### src/rtl/serial_sub_if.sv
// Handshake and operand/result bundle for the bit-serial subtractor.
interface serial_sub_if #(
  parameter int WIDTH = 8
);
  logic             start;
  logic [WIDTH-1:0] a;
  logic [WIDTH-1:0] b;
  logic [WIDTH-1:0] diff;
  logic             borrow_out;
  logic             ovf;
  logic             busy;
  logic             done;

  modport master (
    output start, a, b,
    input  diff, borrow_out, ovf, busy, done
  );

  modport slave (
    input  start, a, b,
    output diff, borrow_out, ovf, busy, done
  );
endinterface

### src/rtl/serial_sub.sv
// Bit-serial subtractor: one full-subtractor cell time-shared over WIDTH bits, LSB first.
//   state  | meaning
//   IDLE   | waiting for start; results of the last operation held
//   SHIFT  | one bit per edge, WIDTH edges
//   DONE   | one-cycle done pulse, results valid
module serial_sub #(
  parameter int WIDTH = 8
) (
  input  logic       clk,
  input  logic       rst,
  serial_sub_if.slave bus
);
  localparam int CW = (WIDTH > 1) ? $clog2(WIDTH) : 1;
  localparam logic [CW-1:0] LAST = CW'(WIDTH - 1);

  typedef enum logic [1:0] {IDLE, SHIFT, DONE} state_t;

  state_t state_q, state_d;

  logic [WIDTH-1:0] ra_q, rb_q, rd_q;
  logic             bin_q;
  logic [CW-1:0]    cnt_q;
  logic             a_msb_q, b_msb_q;
  logic             d_bit, bout;
  logic             busy_c, done_c;

  always_ff @(posedge clk or posedge rst) begin
    if (rst) state_q <= IDLE;
    else     state_q <= state_d;
  end

  always_comb begin
    state_d = state_q;
    case (state_q)
      IDLE:    if (bus.start) state_d = SHIFT;
      SHIFT:   if (cnt_q == LAST) state_d = DONE;
      DONE:    state_d = IDLE;
      default: state_d = IDLE;
    endcase
  end

  always_comb begin
    busy_c = 1'b0;
    done_c = 1'b0;
    case (state_q)
      SHIFT:   busy_c = 1'b1;
      DONE:    done_c = 1'b1;
      default: ;
    endcase
  end

  assign d_bit = ra_q[0] ^ rb_q[0] ^ bin_q;
  assign bout  = (~ra_q[0] & rb_q[0]) | (~(ra_q[0] ^ rb_q[0]) & bin_q);

  always_ff @(posedge clk or posedge rst) begin
    if (rst) begin
      ra_q    <= '0;
      rb_q    <= '0;
      rd_q    <= '0;
      bin_q   <= 1'b0;
      cnt_q   <= '0;
      a_msb_q <= 1'b0;
      b_msb_q <= 1'b0;
    end else if (state_q == IDLE && bus.start) begin
      ra_q    <= bus.a;
      rb_q    <= bus.b;
      a_msb_q <= bus.a[WIDTH-1];
      b_msb_q <= bus.b[WIDTH-1];
      bin_q   <= 1'b0;
      cnt_q   <= '0;
    end else if (state_q == SHIFT) begin
      ra_q  <= ra_q >> 1;
      rb_q  <= rb_q >> 1;
      rd_q  <= {d_bit, rd_q[WIDTH-1:1]};
      bin_q <= bout;
      cnt_q <= cnt_q + CW'(1);
    end
  end

  // Overflow only possible when operand signs differ and the result sign departs from a.
  assign bus.diff       = rd_q;
  assign bus.borrow_out = bin_q;
  assign bus.ovf        = (a_msb_q != b_msb_q) & (rd_q[WIDTH-1] != a_msb_q);
  assign bus.busy       = busy_c;
  assign bus.done       = done_c;
endmodule

### src/flat_wrapper.sv
// flat-port wrapper written by rule: the top's interface ports become plain ports
module serial_sub_flat 
#(
  parameter int WIDTH = 8
)
  (clk, rst, bus_start, bus_a, bus_b, bus_diff, bus_borrow_out, bus_ovf, bus_busy, bus_done);
  serial_sub_if #(.WIDTH(WIDTH)) bus_i ();
  input  logic clk;
  input  logic rst;
  input wire logic [$bits(bus_i.start)-1:0] bus_start;
  input wire logic [$bits(bus_i.a)-1:0] bus_a;
  input wire logic [$bits(bus_i.b)-1:0] bus_b;
  output wire logic [$bits(bus_i.diff)-1:0] bus_diff;
  output wire logic [$bits(bus_i.borrow_out)-1:0] bus_borrow_out;
  output wire logic [$bits(bus_i.ovf)-1:0] bus_ovf;
  output wire logic [$bits(bus_i.busy)-1:0] bus_busy;
  output wire logic [$bits(bus_i.done)-1:0] bus_done;
  assign bus_i.start = bus_start;
  assign bus_i.a = bus_a;
  assign bus_i.b = bus_b;
  assign bus_diff = bus_i.diff;
  assign bus_borrow_out = bus_i.borrow_out;
  assign bus_ovf = bus_i.ovf;
  assign bus_busy = bus_i.busy;
  assign bus_done = bus_i.done;
  serial_sub #(.WIDTH(WIDTH)) u_core (.clk(clk), .rst(rst), .bus(bus_i));
endmodule
### config.mk
export PLATFORM = sky130hd
export DESIGN_NAME = serial_sub_flat
export DESIGN_NICKNAME = d
export VERILOG_FILES = /design/src/rtl/serial_sub_if.sv /design/src/rtl/serial_sub.sv /design/src/flat_wrapper.sv
export SDC_FILE = /design/constraint.sdc
export NUM_CORES = 1
export LEC_CHECK = 0
export BUFFER_PORTS_ARGS = -buffer_cell sky130_fd_sc_hd__buf_2
export CORE_ASPECT_RATIO = 1.4
export CORE_MARGIN = 8
export CORE_UTILIZATION = 46
export DETAILED_ROUTE_END_ITERATION = 12
export PLACE_DENSITY = 0.73
export SYNTH_ARGS = -nofsm -noshare
export SYNTH_HDL_FRONTEND = slang
export SYNTH_SLANG_ARGS = --single-unit
export TNS_END_PERCENT = 20
### constraint.sdc
create_clock -name clk -period 3.4 [get_ports clk]
set_input_delay 0.17 -clock clk [delete_from_list [all_inputs] [get_ports clk]]
set_output_delay 0.17 -clock clk [all_outputs]
set_load 0.02 [all_outputs]
# After elaboration in Yosys (flattened, before gate mapping)

Cells that the tools add are included.

Muxes and demuxes: 13
Bitwise gates (word level): 9
Reduce and logical (&&, ||, !) cells: 5
$add $sub $neg: 1
Eq/ne operators: 7

Operators with widths:

| operator                                                              | number |
|---|---|
| 8-bit two-way mux                                                     | 4 |
| 3-bit two-way mux                                                     | 2 |
| 1-bit two-way mux                                                     | 4 |
| 2-bit two-way mux                                                     | 2 |
| 2-bit case mux with 2 select lines                                    | 1 |
| 2-bit AND reduction                                                   | 2 |
| 3-bit by 1-bit adder with 3-bit output, second input constant         | 1 |
| 1-bit AND                                                             | 3 |
| 3-bit equality test, second input constant                            | 1 |
| 1-bit NOT                                                             | 3 |
| 2-bit by 1-bit equality test with 1-bit output, second input constant | 1 |
| 2-bit equality test, second input constant                            | 1 |
| 2-bit logical NOT                                                     | 1 |
| 1-bit != test                                                         | 2 |
| 2-bit by 1-bit != test with 1-bit output, second input constant       | 1 |
| 2-bit != test, second input constant                                  | 1 |
| 2-bit nonzero test                                                    | 1 |
| 1-bit bitwise XOR                                                     | 2 |
| 1-bit logical AND                                                     | 1 |
| 1-bit bitwise OR                                                      | 1 |

Bits in registers: 32
Output and inout port bits: 12
Input port bits: 19
Word-level logic and storage cells: 43

# Logic depth before layout (Yosys ltp)

Gate-level depths: netlist of run 1.

Depth after elaboration: 6
Depth in mapped cells: 6
Mapped depth without buffers: 3

# Worst setup path before layout of run 1

Ideal clock, no wire load.

Path type: register -> output
Start point: register u_core.rd_q[7] (netlist: u_core.bus.diff[7])
End point: output port bus_ovf
Arrival time: 1.106 ns
Setup slack: 2.124 ns
Stages on the path, launching flop included: 3
Data required time: 3.230 ns
Path buffers: 0
Path through: dfrtp_1 -> nand2b_1 -> o21ai_0

Word-level cells in the longest chain between the ends: 2

Ends and longest elaborated chain:

| element                | line               | RTL |
|---|---|---|
| from (decl)            | serial_sub.sv:20   | `logic [WIDTH-1:0] ra_q, rb_q, rd_q;` |
| from (signal assigned) | serial_sub.sv:74   | `rd_q <= {d_bit, rd_q[WIDTH-1:1]};` |
| 1-bit != test          | serial_sub.sv:83   | `assign bus.ovf = (a_msb_q != b_msb_q) & (rd_q[WIDTH-1] != a_msb_q);` |
| 1-bit AND              | serial_sub.sv:83   |  |
| to (decl)              | flat_wrapper.sv:15 | `output wire logic [$bits(bus_i.ovf)-1:0] bus_ovf;` |

No other way between the ends.

# Final worst setup path of run 1

Start point: register u_core.state_q[1]
End point: output port bus_done

Word-level cells in the longest chain between the ends: 2

Ends and longest elaborated chain:

| element                | line               | RTL |
|---|---|---|
| from (decl)            | serial_sub.sv:18   | `state_t state_q, state_d;` |
| from (signal assigned) | serial_sub.sv:29   | `else state_q <= state_d;` |
| 2-bit equality test    | serial_sub.sv:45   | `case (state_q)` |
| 1-bit two-way mux      | serial_sub.sv:45   |  |
| to (decl)              | flat_wrapper.sv:17 | `output wire logic [$bits(bus_i.done)-1:0] bus_done;` |

No other way between the ends.

==> results_dict.tcl, run 1 <==
set metrics [dict create \
    nNetsFinal 178 \
    critical_path.max_fanout 16 \
    synth-edff-count 0 \
    grt_first_pass_wirelength_mm 5.202 \
    cts-htree-levels 2 \
    yosysMostFrequentCell "dfrtp_1" \
    die_area_um2 5157 \
    multi_input_area_um2 531.8 \
    core-area_um2 3033 \
    viasPerCell 5.679 \
    peakVddDrop_v 0.0004740 \
    ios 31 \
    max_freq_mhz 649.1 \
    antenna_left 0 \
    postCtsSetupBuffers 0 \
    grt_max_degree 26 \
    synthesis.nets 148 \
    die_w_um 63.02 \
    final_max_slew_viol_count 0 \
    dpl.cell_count 187 \
    grt_overflow 0 \
    seq_area_frac_synth_pct 56.24 \
    drive_gt1_share_pct 31.21 \
    first_pass_iters 4 \
    ys_warn_count 0 \
    synth_cells 126 \
    initial_core_util_pct 46.95 \
    cts-buffers-inserted 5 \
    fin_util_pct 55.98 \
    clock_path_buffers 2 \
    cap_viol_max_count 0 \
    worstSetupPathType "reg2out" \
    synth-seq-cells 32 \
    first_global_vias 1134 \
    place_congestion 0.7747 \
    clk_pin_slew_ps 70 \
    hold_viol 0 \
    cts_tree "built" \
    synth.area.top_cells "dfrtp_1 (56%), o22ai_1 (12%), a21oi_1 (5.3%), mux2_2 (4.0%), o21ai_0 (2.5%)" \
    diodes 0 \
    synth_cell_types 25 \
    drcViolationCount 0 \
    antenna_found_initial 0 \
    p_total_uw 1754 \
    period_share_pct 45.31 \
    track_usage_pct 12.94 \
    outcome "completed" \
    synthDominantCellAreaShare_pct 56.24 \
    tightestPinTransition_ps 572.6 \
    wl_per_cell_um 16.45 \
    clock-sinks 32 \
    synthesis.area_um2 1424 \
    io_buffers 30 \
    synth_largest_area_cell "dfrtp_1" \
    min_path_type "in2reg" \
    endpoint_kind "output port" \
    synth_common_cells "dfrtp_1 (32), o22ai_1 (28), a21oi_1 (15)" \
    slew_headroom_pct 61.79 \
    powerDensity_nw_per_um2 1033 \
    layout.area.seq_um2 800.8 \
    postCtsHoldBufs 1 \
    num_vias 1113 \
    synthArstFlopShare_pct 100.0 \
    finalCriticalPeriod_ps 1541 \
    dp_hpwl_mm 2.248 \
    num_rows 24 \
    drtIter0Drc 53 \
    skew_ps 4.994 \
    setup_viol 0 \
    cts-resized-gates 0 \
    final.setup.tns_ps 0 \
    critPathArrivalTime_ps 1370 \
    required_ps 3230 \
    clkLatencyLatePin_ps 280 \
    die_h_um 81.83 \
    synthToLayoutAreaGrowth_pct 19.24 \
    synth-main-ff-cell "dfrtp_1" \
    start_kind "flip-flop" \
    routed_wl_mm 3.224 \
    fillers 266 \
    fin_cells 196 \
    rsz0062_at_grt "false" \
    p_leak_uw 0.0007977 \
    clockRootBuffer "clkbuf_8" \
    avgSynthCellArea_um2 11.30 \
]
==> worst max-delay path, cell delays in order (launching register included) <==
cell and delay, ps:
dfrtp_1 430, inv_1 390, nor2_1 90, buf_2 180
==> state kept, by name, indices dropped and copies added, names as in the netlist <==
register,count
u_core.bus.diff,8
u_core.ra_q,8
u_core.rb_q,8
u_core.cnt_q,3
u_core.state_q,2
u_core.a_msb_q,1
u_core.b_msb_q,1
u_core.bus.borrow_out,1
==> logic make-up after synthesis <==
family                   Yosys count  share of synthesized area (%)
AO/OA/AOI/OAI                     54                          22.41
adder cells (fa/ha/maj)            3                          3.163
buffers and inverters             15                          6.414
flip-flops                        32                          56.24
multiplexers                       7                          6.063
AND/OR/NAND/NOR                   15                          5.713
==> worst paths after layout <==
check                           cells past startpoint                  to  slack [ps]               from
max in group asynchronous                           4      u_core.ra_q[1]        2260                rst
worst min register to register                      1     u_core.cnt_q[0]         510    u_core.cnt_q[0]
worst min-delay path                                3      u_core.ra_q[7]         110           bus_a[7]
worst max register to register                      2  u_core.bus.diff[4]        2120  u_core.state_q[0]
worst max-delay path                                3            bus_done        1860  u_core.state_q[1]
min in group asynchronous                           3      u_core.rb_q[4]         490                rst
==> cell usage in the layout (no fill, tap or decap), drive strengths merged, types with 2 or more instances in the layout <==
| cell type | count |
|---|---|
| buf | 31 |
| nand2 | 7 |
| inv | 6 |
| a22o | 3 |
| o21ai | 7 |
| o22ai | 28 |
| dfrtp | 32 |
| a21oi | 15 |
| nor2 | 2 |
| nand2b | 3 |
| clkbuf | 7 |
| ha | 2 |
| mux2 | 7 |
==> per-layer routing <==
metal / wire [um] / up-vias / GRT usage, %
met3: 241 / 5 / 6.276
met1: 1217 / 549 / 12.75
met2: 1720 / 33 / 23.12
li1: - / 526 / -
met4: 45 / 0 / 5.034
met5: 0 / - / 0
==> through the flow <==
stage          area (um2)  hold slack (ps)  setup slack [ps]
2_1_floorplan        1424            286.2              2124
3_3_place_gp         1562            250.3              2177
3_5_place_dp         1562            251.8              2125
4_1_cts              1698            106.0              1857
5_1_grt              1698            125.9              1760
6_report             1698            106.8              1859
==> layout make-up <==
type,instances,share of cell area [%]
inverter,6,1.326
sequential,32,47.16
multi-input combinational,79,31.32
timing repair buffer,32,9.875
clock buffer,7,5.674
clock inverter,1,1.769
tap,39,2.874
==> report_power, final <==
part | total (uW) | switching (uW) | internal, uW
registers | 711 | 147 | 563
logic | 650 | 363 | 287
clock network | 393 | 135 | 258
Power figures use the tool's default switching activity.
==> inputs of run 2 (changes only) <==
--- a/config.mk
+++ b/config.mk
@@ -10,7 +10,7 @@
 export CORE_MARGIN = 8
 export CORE_UTILIZATION = 46
 export DETAILED_ROUTE_END_ITERATION = 12
-export PLACE_DENSITY = 0.73
+export PLACE_DENSITY = 0.76
 export SYNTH_ARGS = -nofsm -noshare
 export SYNTH_HDL_FRONTEND = slang
 export SYNTH_SLANG_ARGS = --single-unit
==> constraint.sdc (replaced) <==
create_clock -name clk -period 1.2 [get_ports clk]
set_input_delay 0.06 -clock clk [delete_from_list [all_inputs] [get_ports clk]]
set_output_delay 0.06 -clock clk [all_outputs]
set_load 0.02 [all_outputs]
==> run 2 against run 1 <==
The flow now finishes with violations (negative setup slack). Sequential share of layout area is 3.7 points lower. Design area increased by 8.8%. Non-clock buffer count up 15. Via count up 8.1%. First-iteration DRC count fell by 7.5%. Hold slack got worse by 21 ps. Global-route usage is 1.2 points higher.
==> results_dict.tcl, run 2 (same netlist as run 1, synthesis figures left out) <==
set metrics [dict create \
    clock_path_buffers 2 \
    drcViolationCount 0 \
    whs_ps 85.44 \
    routed_wl_mm 3.491 \
    core-area_um2 3033 \
    rsz0062_at_grt "true" \
    dpl.cell_count 194 \
    layout_common_cells "dfrtp_1 (31), o22ai_1 (28), buf_2 (27)" \
    dpl_cell_area_um2 1627 \
    tightestPinTransition_ps 367.4 \
    outcome "finished, violations left" \
    slew_headroom_pct 75.48 \
    die_w_um 63.02 \
    cp_cell_sequence "nand2b_4 -> buf_4 -> mux2_2" \
    drive_gt1_share_pct 39.18 \
    synthToLayoutAreaGrowth_pct 29.70 \
    endpoint_kind "flip-flop" \
    multi_input_area_um2 566.8 \
    fillers 241 \
    critical_path.max_fanout 6 \
    num_vias 1203 \
    p_leak_uw 0.0008736 \
    setup_viol 8 \
    grt_first_pass_wirelength_mm 5.706 \
    drtIter0Drc 49 \
    die_h_um 81.83 \
    max_freq_mhz 816.7 \
    finalCriticalPeriod_ps 1225 \
    crit_slowest_cell "dfrtp_1" \
    first_global_vias 1217 \
    final_common_cell "dfrtp_1" \
    r2r_slack_ps -20 \
    dp_hpwl_mm 2.393 \
    powerDensity_nw_per_um2 2754 \
    place_congestion 0.7468 \
    fin_cells 210 \
    layout.area.seq_um2 802.0 \
    cap_viol_max_count 0 \
    nNetsFinal 193 \
    track_usage_pct 14.10 \
    wl_per_cell_um 16.62 \
    num_rows 24 \
    die_area_um2 5157 \
    required_ps 1360 \
    design_area_um2 1847 \
    postLayoutSetupSlackWorst_ps -24.51 \
    start_kind "flip-flop" \
    final_max_slew_viol_count 0 \
    cts_tree "built" \
    final.setup.tns_ps -128.6 \
    ios 31 \
    worstSetupPathType "reg2reg" \
    skew_ps 6.005 \
    slowest_delay_ps 430 \
    period_share_pct 102.0 \
    clk_pin_slew_ps 60 \
    clockRootBuffer "clkbuf_8" \
    first_pass_iters 4 \
    cts-buffers-inserted 5 \
    grt_overflow 0 \
    io_buffers 30 \
    antenna_found_initial 0 \
    peakVddDrop_v 0.001404 \
    diodes 0 \
    initial_core_util_pct 46.95 \
    cts-htree-levels 2 \
    hold_viol 0 \
    critPathArrivalTime_ps 1390 \
    clkLatencyLatePin_ps 280 \
    min_path_type "in2reg" \
    viasPerCell 5.729 \
    post-place-ws_ps -2.690 \
    clock-sinks 32 \
    grt_max_degree 26 \
    violations "negative setup slack" \
    antenna_left 0 \
]
run 2: final timing paths:
path	depth (start not counted)	to	start
worst max register to register	3	u_core.bus.diff[6]	u_core.state_q[1]
worst min register to register	1	u_core.cnt_q[1]	u_core.cnt_q[1]
worst max-delay path	3	u_core.bus.diff[6]	u_core.state_q[1]
min in group asynchronous	3	u_core.rb_q[6]	rst
worst min-delay path	3	u_core.ra_q[6]	bus_a[6]
max in group asynchronous	4	u_core.state_q[0]	rst
run 2: layout make-up:
type	count	share of cell area (%)
Clock inverter	1	0.2710
Timing Repair Buffer	47	17.82
Clock buffer	6	3.930
Multi-Input combinational cell	79	30.69
Inverter	6	1.220
Tap cell	39	2.642
Sequential cell	32	43.43
run 2: worst max-delay path, delay by kind of cell (launching register included):
family / cells / cell delay [ps]
mux: 1 / 320
buf+inv: 1 / 150
flops: 1 / 430
simple gates: 1 / 210
run 2: report_power, final:
group	internal, uW	switching (uW)	leakage (uW)
registers	1600	424	0.000384
clock network	393	365	0.0000410
logic	1150	1150	0.000448
run 2: metal layers:
metal  share of wire (%)  vias to the layer above  track usage, %
li1                    -                      557               -
met1                  38                      588           13.99
met2                  55                       46           25.28
met3                 6.2                       12           5.730
met4                 1.7                        0           6.865
met5                   0                        -               0
run 2: stage by stage:
stage          power (uW)  util (%)
2_1_floorplan        3434         -
3_3_place_gp         3842     53.63
3_5_place_dp         3974     53.63
4_1_cts              4969     59.78
5_1_grt              5436     60.89
6_report             5086     60.89
run 2: timing repair:
item	4_1_cts	5_1_grt
hold buffers	3	0
hold endpoints to repair	10	0
buffers inserted	6	0
resized for setup	7	11
setup endpoints to repair	5	31
==> inputs of run 3 (changes only) <==
--- a/config.mk
+++ b/config.mk
@@ -10,7 +10,7 @@
 export CORE_MARGIN = 8
 export CORE_UTILIZATION = 46
 export DETAILED_ROUTE_END_ITERATION = 12
-export PLACE_DENSITY = 0.76
+export PLACE_DENSITY_LB_ADDON = 0.12
 export SYNTH_ARGS = -nofsm -noshare
 export SYNTH_HDL_FRONTEND = slang
 export SYNTH_SLANG_ARGS = --single-unit
==> run 3 against run 2 <==
The flow still finishes with violations (negative setup slack). Hold slack lost 11 ps. Clock-buffer cell count stayed put. Via count fell by 3.9%. Flip-flop and latch count did not move. Critical path type unchanged. Critical endpoint is now u_core.bus.diff[5]. Largest cell class unchanged. Highest routed layer unchanged.
==> results_dict.tcl, run 3 (same netlist as run 1, synthesis figures left out) <==
set metrics [dict create \
    clk_pin_slew_ps 70 \
    dp_hpwl_mm 2.488 \
    antenna_left 0 \
    slowest_delay_ps 430 \
    fin_cells 211 \
    start_kind "flip-flop" \
    grt_max_degree 19 \
    hold_path_depth 3 \
    cts_tree "built" \
    tightestPinTransition_ps 293.4 \
    drive_gt1_share_pct 40.70 \
    diodes 0 \
    worstSetupPathType "reg2reg" \
    clock-sinks 32 \
    powerDensity_nw_per_um2 2795 \
    peakVddDrop_v 0.001505 \
    ios 31 \
    rsz0062_at_grt "true" \
    first_pass_iters 4 \
    grt_first_pass_wirelength_mm 5.858 \
    critPathArrivalTime_ps 1360 \
    num_rows 24 \
    fin_util_pct 62.13 \
    reg2regPathDepth 3 \
    dpl.cell_count 198 \
    grt_overflow 0 \
    nNetsFinal 193 \
    viasPerCell 5.479 \
    die_w_um 63.02 \
    initial_core_util_pct 46.95 \
    skew_ps 5.786 \
    min_path_type "in2reg" \
    clkLatencyLatePin_ps 280 \
    postLayoutSetupSlackWorst_ps -0.001221 \
    slew_headroom_pct 80.44 \
    path_delay_family "flip-flops" \
    required_ps 1360 \
    final_common_cell "dfrtp_1" \
    cp_num_cells 3 \
    io_buffers 30 \
    clockRootBuffer "clkbuf_8" \
    crit_slowest_cell "dfrtp_1" \
    layout_common_cells "dfrtp_1 (31), buf_2 (27), o22ai_1 (26)" \
    max_freq_mhz 833.3 \
    p_leak_uw 0.0009049 \
    first_global_vias 1295 \
    track_usage_pct 14.54 \
    cp_cell_sequence "nand2b_4 -> buf_12 -> mux2_4" \
    drtIter0Drc 20 \
    outcome "finished, violations left" \
    finalCriticalPeriod_ps 1200 \
    cts-buffers-inserted 5 \
    antenna_found_initial 0 \
    violations "negative setup slack" \
    setup_viol 1 \
    die_area_um2 5157 \
    cp-startpoint "u_core.state_q[1]" \
    clock_path_buffers 2 \
    die_h_um 81.83 \
    drcViolationCount 0 \
    cts-htree-levels 2 \
    critPathBufInv 1 \
    hold_viol 0 \
    core-area_um2 3033 \
    place_congestion 0.7397 \
    cap_viol_max_count 0 \
    period_share_pct 100.0 \
    final_max_slew_viol_count 0 \
    hold_path_startpoint "bus_b[6]" \
    endpoint_kind "flip-flop" \
    synthToLayoutAreaGrowth_pct 32.34 \
    r2r_start "u_core.state_q[1]" \
    fillers 252 \
    routed_wl_mm 3.551 \
    critical_path.max_fanout 7 \
    num_vias 1156 \
    wl_per_cell_um 16.83 \
]
-- run 3: changes by cell type in the layout (fill, tap and decap cells not counted), moves of 2 or more --
cell | before | now
o22ai_2 | 0 | 2
o22ai_1 | 28 | 26
nand2b_4 | 1 | 3
mux2_4 | 4 | 7
mux2_2 | 3 | 0
-- run 3: metrics by stage --
step,total power (uW),setup TNS (ps),area [um2],hold WS (ps),setup slack (ps)
after global routing,5627,-250.1,1884,95.94,-52.78
after CTS,5105,-9.929,1829,77.56,-8.594
after floorplan,3434,-5.177,1428,176.2,-2.588
final,5266,-0.001221,1884,74.11,-0.001221
after detailed placement,4058,0,1657,104.8,24.64
after global placement,3930,0,1657,87.45,74.24
-- run 3: per-layer routing --
metal  global-route usage [%]  part of all wire [%]  vias to the layer above
li1                         -                     -                      556
met1                    14.76                    42                      571
met2                    25.90                    52                       27
met3                    6.003                   5.2                        2
met4                    6.407                  0.87                        0
met5                        0                     0                        -
-- run 3: path summary, 6_finish.rpt --
| path | endpoint | slack (ps) |
|---|---|---|
| max in group asynchronous | u_core.state_q[0] | 610 |
| min in group asynchronous | u_core.bus.diff[0] | 340 |
| hold / removal | u_core.rb_q[6] | 70 |
| setup reg to reg | u_core.bus.diff[5] | -0.001 |
| hold reg to reg | u_core.cnt_q[0] | 500 |
| setup / recovery | u_core.bus.diff[5] | -0.001 |
-- run 3: cell type report --
type | count | area, um2 | area share (%)
clock buffer | 6 | 82.58 | 4.382
inverter | 6 | 25.02 | 1.328
tap | 39 | 48.80 | 2.590
clock inverter | 2 | 10.01 | 0.5312
timing repair buffer | 47 | 329.1 | 17.46
sequential | 32 | 802.0 | 42.56
multi-input combinational | 79 | 586.8 | 31.14
-- run 3: power by group --
| group | switching, uW | internal, uW |
|---|---|---|
| clock network | 400 | 457 |
| logic | 1140 | 1230 |
| registers | 440 | 1600 |
| total | 1980 | 3280 |
-- run 3: worst register-to-register path, cell delays in order, from the launching register on --
cell	delay (ps)
dfrtp_1	430
nand2b_4	210
buf_12	160
mux2_4	290
-- run 3: what timing repair did --
action,in CTS,in global routing
hold buffers,3,0
hold endpoints to repair,34,0
setup endpoints to repair,3,28
setup buffers,2,0
gates resized for setup,9,13
